$ cat src/rtl/seg7_scan_mux.sv
// seg7_scan_mux
// Time-multiplexes NDIG parallel 7-segment patterns onto one shared segment
// bus with one-hot digit enables. Each digit slot begins with a blanked
// window to stop ghosting, followed by a PWM-scaled lit window. Patterns and
// brightness are captured once per frame so a message change never tears.
module seg7_scan_mux #(
    parameter int NDIG        = 4,
    parameter int SCAN_DIV    = 1000,
    parameter int BLANK_CYC   = 16,
    parameter bit SEG_ACT_LOW = 1'b1,
    parameter bit AN_ACT_LOW  = 1'b1,
    localparam int DW         = (NDIG > 1) ? $clog2(NDIG) : 1
) (
    input  logic          clk,
    input  logic          rst_b,
    input  logic [6:0]    led [NDIG-1:0],
    input  logic          en,
    input  logic [3:0]    bright,
    output logic [6:0]    seg,
    output logic [NDIG-1:0] an,
    output logic [DW-1:0] digit_idx,
    output logic          frame_done
);

    localparam int SW = $clog2(SCAN_DIV);
    localparam int LW = SW + 5;

    localparam logic [SW-1:0]   SLOT_LAST = SW'(SCAN_DIV - 1);
    localparam logic [DW-1:0]   DIG_LAST  = DW'(NDIG - 1);
    localparam logic [6:0]      SEG_OFF   = {7{SEG_ACT_LOW}};
    localparam logic [NDIG-1:0] AN_OFF    = {NDIG{AN_ACT_LOW}};

    logic [SW-1:0]   slot_cnt, slot_nxt;
    logic [DW-1:0]   digit, digit_nxt;
    logic [6:0]      led_sh [NDIG-1:0];
    logic [3:0]      bright_sh;
    logic            frame_start;
    logic            slot_wrap;

    logic [LW-1:0]   on_prod;
    logic [LW-1:0]   on_len;
    logic [LW-1:0]   lit_end;
    logic [LW-1:0]   slot_ext;
    logic            lit;
    logic [NDIG-1:0] an_hot;

    // Counter successors: slot wraps at SCAN_DIV-1 and carries into digit.
    always_comb begin
        slot_wrap   = (slot_cnt == SLOT_LAST);
        frame_start = (slot_cnt == '0) && (digit == '0);
        slot_nxt    = slot_wrap ? '0 : slot_cnt + 1'b1;
        digit_nxt   = digit;
        if (slot_wrap) begin
            digit_nxt = (digit == DIG_LAST) ? '0 : digit + 1'b1;
        end
    end

    // Lit-window decode from the captured brightness; a zero-length window
    // is stretched to one cycle so bright=0 still shows a dim digit.
    always_comb begin
        on_prod  = LW'(SCAN_DIV - BLANK_CYC) * LW'({1'b0, bright_sh} + 5'd1);
        on_len   = on_prod >> 4;
        if (on_len == '0) begin
            on_len = LW'(1);
        end
        lit_end  = LW'(BLANK_CYC) + on_len;
        slot_ext = LW'(slot_cnt);
        lit      = (slot_ext >= LW'(BLANK_CYC)) && (slot_ext < lit_end);
        an_hot   = NDIG'(1) << digit;
    end

    // Slot and digit counters; held at zero while scanning is disabled.
    always_ff @(posedge clk) begin
        if (!rst_b) begin
            slot_cnt <= '0;
            digit    <= '0;
        end else if (!en) begin
            slot_cnt <= '0;
            digit    <= '0;
        end else begin
            slot_cnt <= slot_nxt;
            digit    <= digit_nxt;
        end
    end

    // Frame-synchronous capture of patterns and brightness.
    always_ff @(posedge clk) begin
        if (!rst_b) begin
            for (int i = 0; i < NDIG; i++) begin
                led_sh[i] <= '0;
            end
            bright_sh <= '0;
        end else if (en && frame_start) begin
            for (int i = 0; i < NDIG; i++) begin
                led_sh[i] <= led[i];
            end
            bright_sh <= bright;
        end
    end

    // Registered outputs; seg and an are written together so they never skew.
    always_ff @(posedge clk) begin
        if (!rst_b) begin
            seg        <= SEG_OFF;
            an         <= AN_OFF;
            digit_idx  <= '0;
            frame_done <= 1'b0;
        end else if (!en) begin
            seg        <= SEG_OFF;
            an         <= AN_OFF;
            digit_idx  <= '0;
            frame_done <= 1'b0;
        end else begin
            seg        <= lit ? (led_sh[digit] ^ SEG_OFF) : SEG_OFF;
            an         <= lit ? (an_hot ^ AN_OFF) : AN_OFF;
            digit_idx  <= digit;
            frame_done <= slot_wrap && (digit == DIG_LAST);
        end
    end

endmodule

$ cat config.mk
export PLATFORM = sky130hd
export DESIGN_NAME = seg7_scan_mux
export DESIGN_NICKNAME = d
export VERILOG_FILES = /design/src/rtl/seg7_scan_mux.sv
export SDC_FILE = /design/constraint.sdc
export NUM_CORES = 1
export LEC_CHECK = 0
export ABC_AREA = 1
export BUFFER_PORTS_ARGS = -buffer_cell sky130_fd_sc_hd__buf_2
export CAP_MARGIN = 20
export CORE_UTILIZATION = 53
export CTS_CLUSTER_DIAMETER = 40
export CTS_CLUSTER_SIZE = 8
export DETAILED_ROUTE_END_ITERATION = 6
export GPL_ROUTABILITY_DRIVEN = 1
export PLACE_DENSITY = 0.77
export SLEW_MARGIN = 20
export SYNTH_ARGS = -nofsm -noshare
export SYNTH_HDL_FRONTEND = slang
export SYNTH_SLANG_ARGS = --single-unit
$ cat constraint.sdc
create_clock -name clk -period 4.7 [get_ports clk]
set_clock_uncertainty 0.05 [all_clocks]
set_input_delay 0.47 -clock clk [delete_from_list [all_inputs] [get_ports clk]]
set_output_delay 0.47 -clock clk [all_outputs]
set_load 0.005 [all_outputs]
==> parameters.txt, run 1 <==
Parameter                              Value

Global routing
  Global Route met2 Usage    0.3794
  Most Crowded Layer GR    met2
  Global route total overflow    0
  Met1 usage in global routing    0.2791
  Vias in the first global route    2954
  All-Layer GR Usage    0.2234
  First-pass GRT wire length    12900 um
  Routing usage on met3    0.04739
  Antenna violations before repair    0
  Largest net degree at the start of global routing    33

Timing
  Max-slew violation count    0
  RSZ-0062 raised after global routing    yes
  Minimum period implied by the final worst setup slack    4.638 ns
  Final Hold Vio Count    0
  PnR worst setup slack    0.06178 ns
  Measured slew at the worst slew-check pin    0.6951 ns
  Setup TNS    0 ns
  Tcrit/Tclk final    0.9869
  Slew margin rel.    0.5349
  Final setup fails    0
  Highest attainable clock frequency    215.6 MHz

Placement
  Placed standard-cell area    4315 um^2
  Half-perimeter wire length after placement    6052 um
  Post-Place Setup Slack    -0.1073 ns
  Gp weighted congestion    0.8463
  Quantity of I/O buffers inserted on ports    48
  Cell count after placement    612

Clock network
  Clk pin slew, worst setup/hold paths    0.07 ns
  H-tree Lvls    3
  Clk Tree Root Cell    sky130_fd_sc_hd__clkbuf_8
  Hold Buf Count CTS    0
  Clock buffers created by TritonCTS    9
  Number of buffers on the longest clock path    2
  Clock tree from TritonCTS    done
  Number of clock sinks    60
  Clock latency of the later-clocked register in the worst-skew pair    0.35 ns

Route
  Ratio of routed vias to standard cells    5.111
  1st-iter DRT viols    147
  Drt total wl    8748 um
  Count of nets left with antenna violations after detail routing    0
  DRC errors left    0
  Avg WL per Cell    13.82 um
  Detailed Routing Iterations Pass 1    4
  Count of vias placed by the detailed router    3235

Power and ir drop
  Power density over cell area    361.6 nW/um^2
  Static leakage    0.002268 uW
  Peak ir drop on the vdd network    226.3 uV
  Final total power    1738 uW

Cells and area
  Most frequent standard cell in the layout excluding fill and tap cells    sky130_fd_sc_hd__inv_1
  Antenna fix cells    0
  Most frequent cells in the layout    82 x sky130_fd_sc_hd__inv_1, 68 x sky130_fd_sc_hd__nor2_1, 48 x sky130_fd_sc_hd__buf_2
  Nets    612
  Number of inserted filler cells in the final layout    557
  Summed area of non-filler cells in the final layout    4806 um^2
  Layout Area Growth over Synthesis    25.07%
  Proportion of layout cells with a drive suffix above 1    0.2961
  Fin cells    633

Setup path
  Setup crit start kind    flop
  Arrival @ worst endpoint    4.80 ns
  Kind of end point of the critical path    flop
  Maximum fanout encountered on the critical timing path    6
  Capture instance of the worst register-to-register path    an[2]$_SDFF_PN1_
  Worst-case reg-to-reg path depth    27
  Register-to-register setup slack    0.06 ns
  Worst Path Class, Setup    flop to flop
  Required @ worst endpoint    4.86 ns
  Critical register-to-register path startpoint    bright_sh[1]$_SDFFE_PN0P_

Yosys
  Number of instances in the synthesized netlist    457
  Synth Flop Type    sky130_fd_sc_hd__dfxtp_1
  Async set-reset flop share out of synthesis    0
  Netlist cell types    35
  Post-Synthesis Net Count    537
  Average size of a mapped cell    8.408 um^2
  Count of yosys warnings during synthesis    0
  Number of enable-type register cells in the synthesized netlist    28
  Number of synthesized register bits    60
  Post-synthesis sequential area ratio    0.3855
  Post-synthesis cell area    3842 um^2

Run
  Max-cap violation count    0

Floorplanning
  Die Height    87.15 um
  Initial standard-cell utilization of the core    0.5563
  Die outline area    7594 um^2
  Area of the placeable core    6907 um^2
  Number of primary I/O pins    49
  Horizontal extent of the die    87.15 um
  Count of standard-cell rows    30

Worst hold path
  Classification of the worst-slack hold path    input port to flop
  Worst hold stages    3
  Hold Startpoint    bright[3]
  WHS Endpoint    bright_sh[3]$_SDFFE_PN0P_

Run status
  Result of the run    completed
==> through the flow <==
stage	hold slack [ns]	utilization
after CTS	0.3166	0.6679
after floorplan	0.3912	-
final	0.3322	0.6958
after global placement	0.4224	0.6245
after global routing	0.3577	0.6958
after detailed placement	0.4321	0.6248
==> kinds of logic (layout without fill, tap and decap cells) <==
| group | Yosys count | after routing | share of synthesized area |
|---|---|---|---|
| AO/OA/AOI/OAI | 50 | 50 | 0.07262 |
| AND/OR/NAND/NOR | 193 | 194 | 0.2553 |
| XOR/XNOR | 13 | 13 | 0.02963 |
| buffers and inverters | 96 | 175 | 0.09866 |
| flip-flops | 60 | 60 | 0.3855 |
| adder cells (fa/ha/maj) | 45 | 45 | 0.1583 |
==> per-layer routing <==
metal  share of wire  vias to the layer above  wire, um
met5               0                        -         0
met4           0.018                        0       161
met3           0.045                       16       391
met2            0.50                       88      4377
met1            0.44                     1514      3819
li1                -                     1617         -
==> state kept, by name (all words and copies together), names as in the netlist, named ones only <==
| signal | count |
|---|---|
| digit_idx | 2 |
| bright_sh | 4 |
| frame_done | 1 |
| digit | 2 |
| an | 4 |
| seg | 7 |
| led_sh | 28 |
| slot_cnt | 10 |
==> synthesized netlist by cell type, types with 5 or more instances <==
cell type / count / share of area
sky130_fd_sc_hd__a21oi_1: 13 / 0.017
sky130_fd_sc_hd__fa_1: 6 / 0.031
sky130_fd_sc_hd__nand2_2: 10 / 0.016
sky130_fd_sc_hd__nor2_1: 69 / 0.067
sky130_fd_sc_hd__o21ai_0: 25 / 0.033
sky130_fd_sc_hd__edfxtp_1: 28 / 0.22
sky130_fd_sc_hd__nand3_2: 16 / 0.042
sky130_fd_sc_hd__xor2_1: 6 / 0.014
sky130_fd_sc_hd__inv_1: 87 / 0.085
sky130_fd_sc_hd__clkbuf_1: 5 / 0.0049
sky130_fd_sc_hd__dfxtp_1: 32 / 0.17
sky130_fd_sc_hd__nand2_1: 51 / 0.050
sky130_fd_sc_hd__nand3_1: 21 / 0.027
sky130_fd_sc_hd__ha_1: 39 / 0.13
sky130_fd_sc_hd__o22ai_1: 7 / 0.011
sky130_fd_sc_hd__xnor2_1: 7 / 0.016
sky130_fd_sc_hd__nor3_1: 6 / 0.0078
==> what timing repair did <==
item,CTS,global route
gates cloned,1,0
pin swaps,2,20
setup endpoints to repair,11,11
buffers inserted,0,4
gates resized for setup,10,32
==> report_power, final <==
part / switching (uW) / internal [uW]
logic: 337 / 265
registers: 8.62 / 571
clock network: 223 / 334
total: 569 / 1170
==> critical path, stage by stage (launching register included) <==
cell,delay (ns)
sky130_fd_sc_hd__dfxtp_4,0.37
sky130_fd_sc_hd__ha_4,0.19
sky130_fd_sc_hd__xor2_4,0.22
sky130_fd_sc_hd__buf_6,0.15
sky130_fd_sc_hd__inv_1,0.05
sky130_fd_sc_hd__fa_1,0.50
sky130_fd_sc_hd__xnor2_1,0.15
sky130_fd_sc_hd__ha_1,0.19
sky130_fd_sc_hd__a21o_1,0.18
sky130_fd_sc_hd__ha_4,0.16
sky130_fd_sc_hd__ha_1,0.34
sky130_fd_sc_hd__nand2_2,0.11
sky130_fd_sc_hd__inv_1,0.05
sky130_fd_sc_hd__a21oi_2,0.18
sky130_fd_sc_hd__buf_4,0.14
sky130_fd_sc_hd__nand3_2,0.07
sky130_fd_sc_hd__nand2_2,0.11
sky130_fd_sc_hd__a31oi_1,0.09
sky130_fd_sc_hd__xor2_1,0.17
sky130_fd_sc_hd__ha_1,0.31
sky130_fd_sc_hd__a21oi_1,0.13
sky130_fd_sc_hd__o21ai_1,0.08
sky130_fd_sc_hd__nand2_1,0.06
sky130_fd_sc_hd__nand2_1,0.05
sky130_fd_sc_hd__nand2_1,0.07
sky130_fd_sc_hd__nand2_2,0.10
sky130_fd_sc_hd__nand2_4,0.14
sky130_fd_sc_hd__nand3_2,0.08
==> final cells by class <==
type / instances / area, um^2 / share of cell area
Tap cell: 96 / 120.1 / 0.02499
Multi-Input combinational cell: 302 / 2203 / 0.4585
Clock buffer: 10 / 148.9 / 0.03098
Sequential cell: 60 / 1489 / 0.3098
Inverter: 88 / 332.8 / 0.06925
Timing Repair Buffer: 71 / 420.4 / 0.08748
Clock inverter: 6 / 91.34 / 0.01901
==> how the worst max path moves through the flow <==
stage,startpoint,to,slack [ns],depth (start not counted)
detailed placement,bright_sh[1]$_SDFFE_PN0P_,seg[2]$_SDFF_PN1_,-0.11,28
global placement,bright_sh[1]$_SDFFE_PN0P_,an[3]$_SDFF_PN1_,-0.0006,28
global route,bright_sh[0]$_SDFFE_PN0P_,an[2]$_SDFF_PN1_,-0.20,27
CTS,bright_sh[0]$_SDFFE_PN0P_,an[2]$_SDFF_PN1_,0.01,27
floorplan,bright_sh[0]$_SDFFE_PN0P_,seg[0]$_SDFF_PN1_,0.07,28
finish,bright_sh[1]$_SDFFE_PN0P_,an[2]$_SDFF_PN1_,0.06,27
(Power assumes the default switching activity.)
==> run 2, diff against run 1 <==
- MAX_ROUTING_LAYER: unset -> met4
==> parameters.txt, run 2 (same netlist as run 1, synthesis figures left out) <==
Parameter                              Value

Route
  1st-iter DRT viols    147
  Detail Route met3 WL    309 um
  Uppermost layer routed    met4
  Count of vias placed by the detailed router    3194
  Met2 Routed Length    4422 um
  Detailed Routing Iterations Pass 1    4
  Ratio of routed vias to standard cells    5.038
  Drt total wl    8715 um
  Count of nets left with antenna violations after detail routing    0
  Avg WL per Cell    13.75 um
  DRC errors left    0
  Routed met1 length    3871 um

Floorplanning
  Die Height    87.15 um
  Count of standard-cell rows    30
  Die outline area    7594 um^2
  Horizontal extent of the die    87.15 um
  Number of primary I/O pins    49
  Initial standard-cell utilization of the core    0.5563
  Area of the placeable core    6907 um^2

Global routing
  First-pass GRT wire length    13110 um
  Vias in the first global route    2920
  All-Layer GR Usage    0.2337
  Largest net degree at the start of global routing    33
  Antenna violations before repair    0
  Global route total overflow    0

Setup path
  Worst-case reg-to-reg path depth    28
  Worst stage delay on the critical path    0.52 ns
  Arrival @ worst endpoint    4.78 ns
  Critical register-to-register path startpoint    bright_sh[1]$_SDFFE_PN0P_
  CP startpoint    bright_sh[1]$_SDFFE_PN0P_
  Crit-path slowest cell    sky130_fd_sc_hd__fa_1
  Crit path top cell by count    sky130_fd_sc_hd__nand2_1
  Maximum fanout encountered on the critical timing path    6
  Capture instance of the worst register-to-register path    an[3]$_SDFF_PN1_
  Kind of cell adding the most delay to the critical path    adder cells
  Register-to-register setup slack    0.06 ns
  Kind of end point of the critical path    flop
  Worst Path Class, Setup    flop to flop
  Setup crit start kind    flop
  Worst path bufs/invs    3
  Required @ worst endpoint    4.84 ns

Cells and area
  Antenna fix cells    0
  Fin cells    634
  Proportion of layout cells with a drive suffix above 1    0.3160
  Largest registers    led_sh x28, slot_cnt x10, seg x7
  Most frequent cells in the layout    79 x sky130_fd_sc_hd__inv_1, 66 x sky130_fd_sc_hd__nor2_1, 48 x sky130_fd_sc_hd__buf_2
  Layout Area Growth over Synthesis    26.93%
  Register cell area after layout    1490 um^2
  Top register by number of flip-flops    led_sh
  Total area of multi-input combinational cells    2285 um^2
  Number of flip-flops under the largest register name    28
  Nets    613
  Number of inserted filler cells in the final layout    556
  Most frequent standard cell in the layout excluding fill and tap cells    sky130_fd_sc_hd__inv_1

Placement
  Cell count after placement    611
  Quantity of I/O buffers inserted on ports    48
  Half-perimeter wire length after placement    5963 um
  Post-Place Setup Slack    -0.1590 ns
  Gp weighted congestion    0.8361

Power and ir drop
  Int Power    1154 uW
  Power density over cell area    356.7 nW/um^2
  Portion of total power attributed to combinational logic    0.375
  Peak ir drop on the vdd network    200.7 uV
  Net switching share of the total power    0.3366
  Switching power    585.6 uW
  Part of the power in registers    0.334
  Static leakage    0.002254 uW
  Clock Power Share    0.291

Timing
  Minimum period implied by the final worst setup slack    4.641 ns
  Highest attainable clock frequency    215.5 MHz
  Final Hold Vio Count    0
  Measured slew at the worst slew-check pin    0.7064 ns
  Max-slew violation count    0
  Tcrit/Tclk final    0.9875
  PnR worst setup slack    0.05895 ns
  Slew margin rel.    0.5274
  RSZ-0062 raised after global routing    yes
  Final setup fails    0

Clock network
  H-tree Lvls    3
  Number of clock sinks    60
  Clock latency of the later-clocked register in the worst-skew pair    0.33 ns
  Clock tree from TritonCTS    done
  Number of buffers on the longest clock path    2
  Clock buffers created by TritonCTS    9
  Clk pin slew, worst setup/hold paths    0.07 ns
  Clk Tree Root Cell    sky130_fd_sc_hd__clkbuf_8

Worst hold path
  Hold Startpoint    bright[3]
  WHS Endpoint    bright_sh[3]$_SDFFE_PN0P_
  Classification of the worst-slack hold path    input port to flop
  Worst hold stages    3

Run status
  Result of the run    completed

Run
  Max-cap violation count    0
-- run 2: changes by cell type in the layout (fill, tap and decap cells not counted), sizes merged --
cell / delta
clkbuf: -1
inv: -2
clkinvlp: +2
clkinv: +1
buf: +1
-- run 2: cell type report --
class | count | share of cell area
clock buffer | 9 | 0.02540
clock inverter | 7 | 0.01873
inverter | 88 | 0.06875
multi-input combinational | 302 | 0.4684
sequential | 60 | 0.3055
tap | 96 | 0.02463
timing repair buffer | 72 | 0.08851
-- run 2: power groups by stage --
stage | Combinational [uW] | Clock (uW) | Sequential (uW)
after global routing | 713 | 534 | 583
after floorplan | 353 | 0 | 590
after detailed placement | 492 | 0 | 591
final | 653 | 506 | 581
after global placement | 481 | 0 | 590
after CTS | 508 | 509 | 581
-- run 2: what timing repair did --
item,4_1_cts,5_1_grt
gates resized for setup,11,49
setup endpoints to repair,11,11
buffers inserted,0,6
pin swaps,1,24
hold buffers,0,0
cloned,1,0
-- run 2: metrics by stage --
step | setup TNS [ns] | util | total power [uW] | instance area [um^2] | hold WS (ns)
after floorplan | 0 | - | 943.0 | 3859 | 0.3912
after global placement | -0.00002798 | 0.6234 | 1071 | 4305 | 0.4223
after detailed placement | -1.423 | 0.6237 | 1083 | 4308 | 0.4256
after CTS | 0 | 0.6636 | 1598 | 4583 | 0.3216
after global routing | -1.271 | 0.7062 | 1830 | 4877 | 0.3566
final | 0 | 0.7062 | 1740 | 4877 | 0.3471
-- run 2: worst register-to-register path: cells and delay by family (launching register included) --
family          cells  cell delay [ns]
fa+ha+maj           5             1.50
flops               1             0.38
compound gates      5             0.62
simple gates       12             1.14
buf+inv             3             0.34
xor+xnor            3             0.50
-- run 2: per-layer routing --
metal | vias to the layer above | GRT usage
li1 | 1621 | -
met1 | 1494 | 0.2995
met2 | 72 | 0.3801
met3 | 7 | 0.04171
met4 | 0 | 0.06855
met5 | - | -
-- run 2: worst max-delay path by stage --
stage,endpoint,slack [ns],cells past startpoint
after floorplan,seg[0]$_SDFF_PN1_,0.07,28
after global placement,an[3]$_SDFF_PN1_,-0.00003,28
after detailed placement,an[3]$_SDFF_PN1_,-0.16,28
after CTS,an[3]$_SDFF_PN1_,0.02,26
after global routing,an[3]$_SDFF_PN1_,-0.15,27
final,an[3]$_SDFF_PN1_,0.06,28
==> run 3, diff against run 2 <==
- CORE_UTILIZATION: 53 -> 58
- PLACE_DENSITY: 0.77 -> 0.8
- clock period: 4.7 -> 5.1 ns (I/O delays scaled with it)
==> parameters.txt, run 3 (same netlist as run 1, synthesis figures left out) <==
Parameter                              Value

Cells and area
  Antenna fix cells    0
  Top register by number of flip-flops    led_sh
  Largest registers    led_sh x28, slot_cnt x10, seg x7
  Layout Area Growth over Synthesis    16.31%
  Number of flip-flops under the largest register name    28
  Most frequent standard cell in the layout excluding fill and tap cells    sky130_fd_sc_hd__inv_1
  Most frequent cells in the layout    87 x sky130_fd_sc_hd__inv_1, 69 x sky130_fd_sc_hd__nor2_1, 49 x sky130_fd_sc_hd__nand2_1
  Number of inserted filler cells in the final layout    511
  Proportion of layout cells with a drive suffix above 1    0.2274
  Nets    594
  Fin cells    596

Clock network
  Clk pin slew, worst setup/hold paths    0.07 ns
  Clk Tree Root Cell    sky130_fd_sc_hd__clkbuf_8
  Number of clock sinks    60
  Clock tree from TritonCTS    done
  Clock latency of the later-clocked register in the worst-skew pair    0.33 ns
  H-tree Lvls    3
  Clock buffers created by TritonCTS    9
  Number of buffers on the longest clock path    2

Route
  Ratio of routed vias to standard cells    5.168
  DRC errors left    0
  Count of nets left with antenna violations after detail routing    0
  Detailed Routing Iterations Pass 1    4
  Count of vias placed by the detailed router    3080
  Avg WL per Cell    13.31 um
  Drt total wl    7931 um
  1st-iter DRT viols    139

Timing
  Highest attainable clock frequency    208.7 MHz
  Measured slew at the worst slew-check pin    0.7313 ns
  Final setup fails    0
  Tcrit/Tclk final    0.9395
  Max-slew violation count    0
  Final Hold Vio Count    0
  Slew margin rel.    0.5107
  Minimum period implied by the final worst setup slack    4.791 ns
  Worst hold margin    0.3923 ns

Setup path
  Worst stage delay on the critical path    0.57 ns
  Setup crit start kind    flop
  Crit-path slowest cell    sky130_fd_sc_hd__fa_1
  Crit path top cell by count    sky130_fd_sc_hd__nand2_1
  Worst path bufs/invs    2
  Maximum fanout encountered on the critical timing path    6
  Worst Path Class, Setup    flop to flop
  Required @ worst endpoint    5.24 ns
  Arrival @ worst endpoint    4.93 ns
  Kind of cell adding the most delay to the critical path    adder cells
  Kind of end point of the critical path    flop

Floorplanning
  Initial standard-cell utilization of the core    0.6017
  Count of standard-cell rows    29
  Area of the placeable core    6386 um^2
  Number of primary I/O pins    49
  Die outline area    6955 um^2
  Horizontal extent of the die    83.40 um
  Die Height    83.40 um

Placement
  Half-perimeter wire length after placement    5758 um
  Gp weighted congestion    0.8889
  Quantity of I/O buffers inserted on ports    48
  Cell count after placement    577

Global routing
  All-Layer GR Usage    0.2358
  Global route total overflow    0
  Antenna violations before repair    0
  Vias in the first global route    2812
  First-pass GRT wire length    12600 um
  Largest net degree at the start of global routing    33

Run status
  Result of the run    completed

Power and ir drop
  Peak ir drop on the vdd network    354.9 uV
  Power density over cell area    331.2 nW/um^2
  Static leakage    0.002165 uW

Run
  Max-cap violation count    0

Worst hold path
  Classification of the worst-slack hold path    input port to flop
## run 3: final timing paths
check                                  from                        end  slack (ns)  depth (start not counted)
setup / recovery  bright_sh[1]$_SDFFE_PN0P_           an[3]$_SDFF_PN1_        0.31                         26
hold / removal                    bright[3]  bright_sh[3]$_SDFFE_PN0P_        0.39                          3
setup reg to reg  bright_sh[1]$_SDFFE_PN0P_           an[3]$_SDFF_PN1_        0.31                         26
hold reg to reg      slot_cnt[0]$_SDFF_PP0_     slot_cnt[0]$_SDFF_PP0_        0.47                          1
## run 3: final cells by class
| class | instances | area [um^2] | area share |
|---|---|---|---|
| inverters | 88 | 330.3 | 0.07391 |
| well taps | 77 | 96.34 | 0.02156 |
| clock inverters | 6 | 111.4 | 0.02492 |
| repair buffers | 53 | 277.8 | 0.06215 |
| flip-flops and latches | 60 | 1485 | 0.3323 |
| multi-input cells | 302 | 2041 | 0.4566 |
| clock buffers | 10 | 127.6 | 0.02856 |
## run 3: report_power, final
part / internal [uW] / total (uW) / leakage (uW) / switching, uW
logic: 158 / 425 / 0.00148 / 266
registers: 527 / 536 / 0.000564 / 8.97
clock network: 326 / 520 / 0.000117 / 194
## run 3: through the flow
stage                     cell area, um^2  total power, uW  utilization  worst slack [ns]  setup TNS, ns
final                                4469             1480       0.6998            0.3087              0
after global routing                 4469             1565       0.6998          -0.03298       -0.06929
after CTS                            4394             1477       0.6881           0.09864              0
after detailed placement             4155            959.3       0.6507            0.1249              0
after global placement               4153            942.5       0.6503            0.3029              0
after floorplan                      3842            868.0            -            0.2938              0
## run 3: worst min-delay path, delay by kind of cell
kind | cells | cell delay (ns)
and+or+nand+nor | 1 | 0.07
AOI/OAI and AO/OA | 1 | 0.08
buffers and inverters | 1 | 0.08
## run 3: repair_timing
| item | in CTS | in global routing |
|---|---|---|
| buffers inserted | 0 | 2 |
| hold buffers | 0 | 0 |
| endpoints found under the setup margin | 0 | 11 |
| hold endpoints to repair | 0 | 0 |
| resized for setup | 0 | 13 |
## run 3: layer usage
| layer | up-vias | track usage | routed length, um |
|---|---|---|---|
| met5 | - | - | 0 |
| li1 | 1588 | - | - |
| met3 | 11 | 0.04573 | 213 |
| met1 | 1424 | 0.3010 | 3665 |
| met2 | 57 | 0.3778 | 3954 |
| met4 | 0 | 0.07837 | 97 |
